`config.mk`:
```
export PLATFORM = sky130hd
export DESIGN_NAME = mem_access_unit
export DESIGN_NICKNAME = d
export VERILOG_FILES = /design/src/rtl/mem_access_unit.sv
export SDC_FILE = /design/constraint.sdc
export NUM_CORES = 1
export LEC_CHECK = 0
export CAP_MARGIN = 15
export CORE_MARGIN = 2
export CORE_UTILIZATION = 41
export CTS_CLUSTER_SIZE = 24
export DETAILED_ROUTE_END_ITERATION = 10
export PLACE_DENSITY = 0.88
export SYNTH_ARGS = -nofsm -noshare
export SYNTH_HDL_FRONTEND = slang
export SYNTH_SLANG_ARGS = --single-unit
```
`constraint.sdc`:
```
create_clock -name clk -period 3.3 [get_ports clk]
set_input_delay 0.99 -clock clk [delete_from_list [all_inputs] [get_ports clk]]
set_output_delay 0.99 -clock clk [all_outputs]
set_load 0.02 [all_outputs]
```
`src/rtl/mem_access_unit.sv`:
```
// Load/store unit bridging a valid/ready core request port to a single-cycle data memory.
// Define LSU_RANGE_CHECK_EN to reject addresses >= DEPTH with a fault response instead of aliasing.
module mem_access_unit #(
    parameter int DEPTH = 8,
    parameter int AW    = 16
) (
    input  logic          clk,
    input  logic          rst,
    input  logic          req_valid,
    output logic          req_ready,
    input  logic          req_we,
    input  logic [AW-1:0] req_addr,
    input  logic [15:0]   req_wdata,
    output logic          rsp_valid,
    input  logic          rsp_ready,
    output logic [15:0]   rsp_rdata,
    output logic          rsp_fault,
    output logic [AW-1:0] mem_access_addr,
    output logic [15:0]   mem_write_data,
    output logic          mem_write_en,
    output logic          mem_read,
    input  logic [15:0]   mem_read_data,
    output logic [15:0]   xact_count
);

    typedef enum logic [1:0] {
        IDLE = 2'd0,
        WR   = 2'd1,
        RD   = 2'd2,
        RSP  = 2'd3
    } state_t;

`ifdef LSU_RANGE_CHECK_EN
    localparam bit RANGE_CHECK = 1'b1;
`else
    localparam bit RANGE_CHECK = 1'b0;
`endif
    localparam logic [AW-1:0] DEPTH_LIM = AW'(DEPTH);

    state_t        state;
    state_t        state_next;
    logic [15:0]   rdata_q;
    logic [15:0]   rdata_next;
    logic          fault_q;
    logic          fault_next;
    logic [AW-1:0] addr_q;
    logic [15:0]   wdata_q;
    logic [15:0]   count_q;
    logic          accept;
    logic          rsp_done;
    logic          out_of_range;

    assign accept       = req_valid && (state == IDLE);
    assign rsp_done     = (state == RSP) && rsp_ready;
    assign out_of_range = RANGE_CHECK && (req_addr >= DEPTH_LIM);

    // NOTE: every signal gets a default before the case so no path leaves it unassigned (no latch).
    always_comb begin
        state_next = state;
        rdata_next = rdata_q;
        fault_next = fault_q;
        case (state)
            IDLE: begin
                if (accept) begin
                    if (out_of_range) begin
                        state_next = RSP;
                        rdata_next = '0;
                        fault_next = 1'b1;
                    end else begin
                        state_next = req_we ? WR : RD;
                        fault_next = 1'b0;
                    end
                end
            end
            WR: begin
                state_next = RSP;
                rdata_next = '0;
            end
            RD: begin
                state_next = RSP;
                rdata_next = mem_read_data;
            end
            RSP: begin
                if (rsp_ready) state_next = IDLE;
            end
            default: state_next = IDLE;
        endcase
    end

    // NOTE: sequential state uses non-blocking assignments so all registers update together at the edge.
    always_ff @(posedge clk or posedge rst) begin
        if (rst) begin
            state   <= IDLE;
            rdata_q <= '0;
            fault_q <= 1'b0;
            addr_q  <= '0;
            wdata_q <= '0;
            count_q <= '0;
        end else begin
            state   <= state_next;
            rdata_q <= rdata_next;
            fault_q <= fault_next;
            if (accept) begin
                addr_q  <= req_addr;
                wdata_q <= req_wdata;
            end
            if (rsp_done) count_q <= count_q + 16'd1;
        end
    end

    // Strobes decode straight from state, so reset removes them without waiting for an edge.
    assign req_ready       = (state == IDLE);
    assign rsp_valid       = (state == RSP);
    assign mem_write_en    = (state == WR);
    assign mem_read        = (state == RD);
    assign mem_access_addr = addr_q;
    assign mem_write_data  = wdata_q;
    assign rsp_rdata       = rdata_q;
    assign rsp_fault       = fault_q;
    assign xact_count      = count_q;

endmodule
```
==> results of run 1 <==
-- cell usage in the layout, fill, tap and decap left out --
| master | instances |
|---|---|
| clkbuf_8 | 10 |
| o21ai_0 | 19 |
| nor2_1 | 3 |
| clkbuf_1 | 1 |
| and3_1 | 2 |
| and2_1 | 1 |
| nand4_2 | 1 |
| clkinvlp_4 | 2 |
| conb_1 | 1 |
| o22ai_1 | 1 |
| ha_1 | 5 |
| nand3_1 | 4 |
| buf_12 | 1 |
| inv_1 | 21 |
| nand2_2 | 1 |
| or2_2 | 1 |
| nor4_4 | 1 |
| clkdlybuf4s50_1 | 120 |
| buf_4 | 1 |
| nand4_1 | 2 |
| and4_1 | 2 |
| xor2_1 | 2 |
| clkinv_2 | 3 |
| xnor2_1 | 13 |
| mux2i_1 | 1 |
| inv_2 | 1 |
| nand2_1 | 25 |
| dfrtp_1 | 66 |
| nand2b_1 | 2 |
| mux2_2 | 33 |
-- area by class of cell --
type / count / area [µm²]
Clock buffer: 11 / 141.4
Clock inverter: 5 / 30.03
Fill cell: 503 / 2206
Inverter: 22 / 82.58
Multi-Input combinational cell: 120 / 913.4
Sequential cell: 66 / 1652
Tap cell: 77 / 96.34
Timing Repair Buffer: 122 / 1229
-- worst paths after layout --
path	startpoint	endpoint	slack, ns
worst min register to register	xact_count[15]	xact_count[15]	0.47
max in group asynchronous	rst	rsp_rdata[8]	1.59
worst max-delay path	state[0]	req_ready	0.55
worst min-delay path	xact_count[15]	xact_count[15]	0.47
min in group asynchronous	rst	mem_write_data[13]	1.08
worst max register to register	state[1]	rsp_rdata[0]	1.36
-- kinds of logic (layout without fill, tap and decap cells) --
family / count (synthesis) / after routing / synth area share
flops: 66 / 66 / 0.6142
simple gates: 45 / 45 / 0.08655
mux: 34 / 34 / 0.1419
buf+inv: 30 / 160 / 0.04607
compound gates: 20 / 20 / 0.03769
xor+xnor: 15 / 15 / 0.04886
fa+ha+maj: 5 / 5 / 0.02327
other cells: 1 / 1 / 0.001395
-- through the flow --
| stage | util | instances | total power [µW] | cell area (µm²) | hold slack, ns |
|---|---|---|---|---|---|
| after floorplan | - | 216 | 2200 | 2689 | 0.5001 |
| after global placement | 0.6256 | 407 | 2932 | 3973 | 0.4698 |
| after detailed placement | 0.6256 | 407 | 2995 | 3973 | 0.4670 |
| after CTS | 0.6526 | 423 | 3593 | 4144 | 0.4782 |
| after global routing | 0.6526 | 423 | 3759 | 4144 | 0.5021 |
| final | 0.6526 | 423 | 3534 | 4144 | 0.4712 |
-- flip-flops by register name, indices dropped and copies added, names as in the netlist --
register	count
xact_count	16
mem_access_addr	16
mem_write_data	16
rsp_rdata	16
state	2
-- power by group --
group,switching [µW],internal [µW]
Combinational,825,858
Sequential,169,1100
Clock,291,289
-- per-layer routing --
layer | up-vias | part of all wire
met5 | - | 0
met3 | 8 | 0.061
met2 | 78 | 0.50
li1 | 951 | -
met4 | 0 | 0.013
met1 | 965 | 0.42
==> flow_summary.toml, run 1 <==
[global_routing]
grtUsageMet3 = 0.04669
use_met1 = 0.2236
grtUsageMet2 = 0.2933
grt_max_degree = 37
grt_usage = 0.1776
top_usage_layer = "met2"
grt_pass1_vias = 2129
grt_overflow = 0
antenna_found_initial = 0
grt_pass1_wl_um = 10210

[worst_setup_path]
worst_ep_required_time_ns = 2.31
path_max_fanout = 6
cp_slowest_cell = "clkdlybuf4s50_1"
cp.depth = 3
critPathKind = "register to output port"
crit_family = "buffers and inverters"
critPathLaunchType = "register"
critical_path_buf_inv_count = 2
arrival_ns = 1.76
cpPeakStageDelay_ns = 0.65
cp-end-kind = "output port"
reg2reg_depth = 5
crit_chain = "inv_1 > ha_1 > clkdlybuf4s50_1"

[pwr]
p_per_area_nw_per_um2 = 852.9
power_leakage_uw = 0.001764
ir_drop_uv = 634.4

[logic_synthesis]
syn_area_um2 = 2689
synth_ff_type = "dfrtp_1"
syn-num-nets = 274
yosys.area.top_type = "dfrtp_1"
synthArstFlopShare = 1.000
yosysUniqueCellTypes = 25
synth.avg_cell_area_um2 = 12.45
synth_seq_cells = 66
ys.warnings.count = 0
ys_seq_area_frac = 0.6142
synth_area_leaders = "dfrtp_1, mux2_2, xnor2_1"
synth_top_area_frac = 0.6142
yosysMostFrequentCell = "dfrtp_1"
synth_edf_count = 0
yosys-top-cells-count = "dfrtp_1, mux2_2, nand2_1, inv_1, o21ai_0"
postSynthCellCount = 216

[layout]
drive_gt1_frac = 0.1590
nets = 399
syn_to_final_growth_pct = 54.12
antennaDiodeCount = 0

[min_path]
holdCritPathClass = "register to register"
whs_path_depth = 1

[cts]
path_clk_slew_ns = 0.07
clockRootBuffer = "clkbuf_8"
post_cts_resize_count = 0
cts_hold_buf = 0
cts_tree = "built"
htreeDepth = 3
cts_setup_buffers = 0
clk_latency_ns = 0.32
cts_made_buffers = 9
cts_buffer_depth = 2
clock-sinks = 66

[route]
vias = 2002
avgRoutedWirePerCell_um = 14.16
wl_um = 5989
antenna_left = 0
first_iter_violations = 59
viasPerCell = 4.733
route.detailed.drc = 0
dr.pass1.iters = 4

[timing]
maxSlewViolCount = 0
fin_setup_tns_ns = 0
worst_pin_slew_ns = 0.6504
clock_skew_ns = 0.005823
report.final.hold_viol_count = 0
period_minus_slack_ns = 2.753
setup_viol = 0
fin_crit_sh = 0.8343
slew_headroom = 0.5658
setup_ws_ns = 0.5470
rsz0062_at_grt = "false"
timing.fmax_mhz = 363.2

[die]
die_area_um2 = 7222
die_w_um = 84.98
core_um2 = 6350
die_h_um = 84.98
ios = 122
rows = 29
initial_core_util = 0.4234

[status]
status = "finished, final reports clean"

[placed_design]
place_congestion = 0.7559
portBuffers = 120
post-place-ws_ns = 0.8574
dp_hpwl_um = 4490

[flow_run]
maxCapViolations = 0
Note: power is estimated with default switching activity, not from simulation.
==> inputs of run 2 (changes only) <==
clock period = 2.86 ns   (was 3.3 ns; I/O delays follow)
==> run 2 against run 1 <==
Via count is 1.2% lower; combinational power is 15% higher; non-clock buffer count stayed put; sequential cell count stayed put; global-route usage is 0.34 points lower; worst setup slack worse by 0.32 ns; largest power group unchanged; first-iteration DRC count is 71% lower; die area stayed put.
==> flow_summary.toml, run 2 (synthesized netlist as in run 1, its figures left out) <==
[status]
status = "finished, final reports clean"

[layout]
fin_area_um2 = 4192
antennaDiodeCount = 0
layout_common_cells = "clkdlybuf4s50_1, dfrtp_1, mux2_2"
syn_to_final_growth_pct = 55.89
mostFrequentLayoutCell = "clkdlybuf4s50_1"
fillers = 485
drive_gt1_frac = 0.1590
nets = 399

[cts]
cts_tree = "built"
cts_hold_buf = 0
cts_made_buffers = 9
clockRootBuffer = "clkbuf_8"
clock-sinks = 66
cts_setup_buffers = 0
post_cts_resize_count = 0
htreeDepth = 3
path_clk_slew_ns = 0.07
clk_latency_ns = 0.33
cts_buffer_depth = 2

[die]
die_w_um = 84.98
core_um2 = 6350
die_h_um = 84.98
die_area_um2 = 7222
rows = 29
ios = 122
initial_core_util = 0.4234

[global_routing]
grt_pass1_wl_um = 9998
grt_pass1_vias = 2083
grt_max_degree = 37
antenna_found_initial = 0
grt_usage = 0.1742
grt_overflow = 0

[worst_setup_path]
path_max_fanout = 6
arrival_ns = 1.78
critPathKind = "register to output port"
cp-end-kind = "output port"
worst_ep_required_time_ns = 2.00
critPathLaunchType = "register"

[route]
viasPerCell = 4.676
first_iter_violations = 17
antenna_left = 0
vias = 1978
wl_um = 5936
avgRoutedWirePerCell_um = 14.03
dr.pass1.iters = 4
route.detailed.drc = 0

[timing]
maxSlewViolCount = 0
fin_crit_sh = 0.9221
period_minus_slack_ns = 2.637
timing.fmax_mhz = 379.2
fin_setup_tns_ns = 0
report.final.hold_viol_count = 0
clock_skew_ns = 0.009725
setup_viol = 0
slew_headroom = 0.5664
rsz0062_at_grt = "false"
worst_pin_slew_ns = 0.6495

[placed_design]
place_congestion = 0.7556
dp_hpwl_um = 4339
place_area_um2 = 3973
portBuffers = 120

[pwr]
power_leakage_uw = 0.001788
ir_drop_uv = 788.8
p_per_area_nw_per_um2 = 1016

[min_path]
holdCritPathClass = "register to register"

[flow_run]
maxCapViolations = 0
[run 2: per-layer routing]
metal | vias to the layer above | global-route usage | wire length [µm]
li1 | 955 | - | -
met1 | 943 | 0.2149 | 2571
met2 | 76 | 0.2912 | 2921
met3 | 4 | 0.06128 | 416
met4 | 0 | 0.04762 | 27
met5 | - | 0 | 0
[run 2: metrics by stage]
stage	hold WS, ns	worst slack, ns	power [µW]	std cells	util
2_1_floorplan	0.5001	0.3472	2538	216	-
3_3_place_gp	0.4700	0.5759	3385	407	0.6256
3_5_place_dp	0.4836	0.5589	3442	407	0.6256
4_1_cts	0.4938	0.2102	4312	423	0.6601
5_1_grt	0.5042	0.1147	4509	423	0.6601
6_report	0.4844	0.2228	4260	423	0.6601
[run 2: path summary, 6_finish.rpt]
path	startpoint	endpoint	slack, ns	cells past startpoint
setup / recovery	state[0]	req_ready	0.22	3
hold / removal	xact_count[15]	xact_count[15]	0.48	1
setup reg to reg	state[0]	rsp_rdata[15]	0.91	5
hold reg to reg	xact_count[15]	xact_count[15]	0.48	1
max in group asynchronous	rst	rsp_rdata[8]	1.30	3
min in group asynchronous	rst	mem_write_data[13]	0.94	2
[run 2: area by class of cell]
cell class / count / area [µm²] / area share
multi-input cells: 120 / 913.4 / 0.2179
well taps: 77 / 96.34 / 0.02299
repair buffers: 122 / 1229 / 0.2931
flip-flops and latches: 66 / 1652 / 0.3940
clock buffers: 11 / 141.4 / 0.03373
inverters: 22 / 82.58 / 0.01970
clock inverters: 5 / 77.57 / 0.01851
[run 2: power by group]
| group | total (µW) | internal (µW) | switching (µW) |
|---|---|---|---|
| Combinational | 1940 | 990 | 951 |
| Sequential | 1460 | 1270 | 191 |
| Clock | 856 | 512 | 344 |
[run 2: critical path, cell delays in order, from the launching register on]
cell	delay (ns)
dfrtp_1	0.42
inv_1	0.10
ha_1	0.28
clkdlybuf4s50_1	0.65
==> inputs of run 3 (changes only) <==
HOLD_SLACK_MARGIN = 0.03   (was unset)
==> results of run 3 <==
Same layout as run 2: the final DEF is identical, and so are final timing and power.
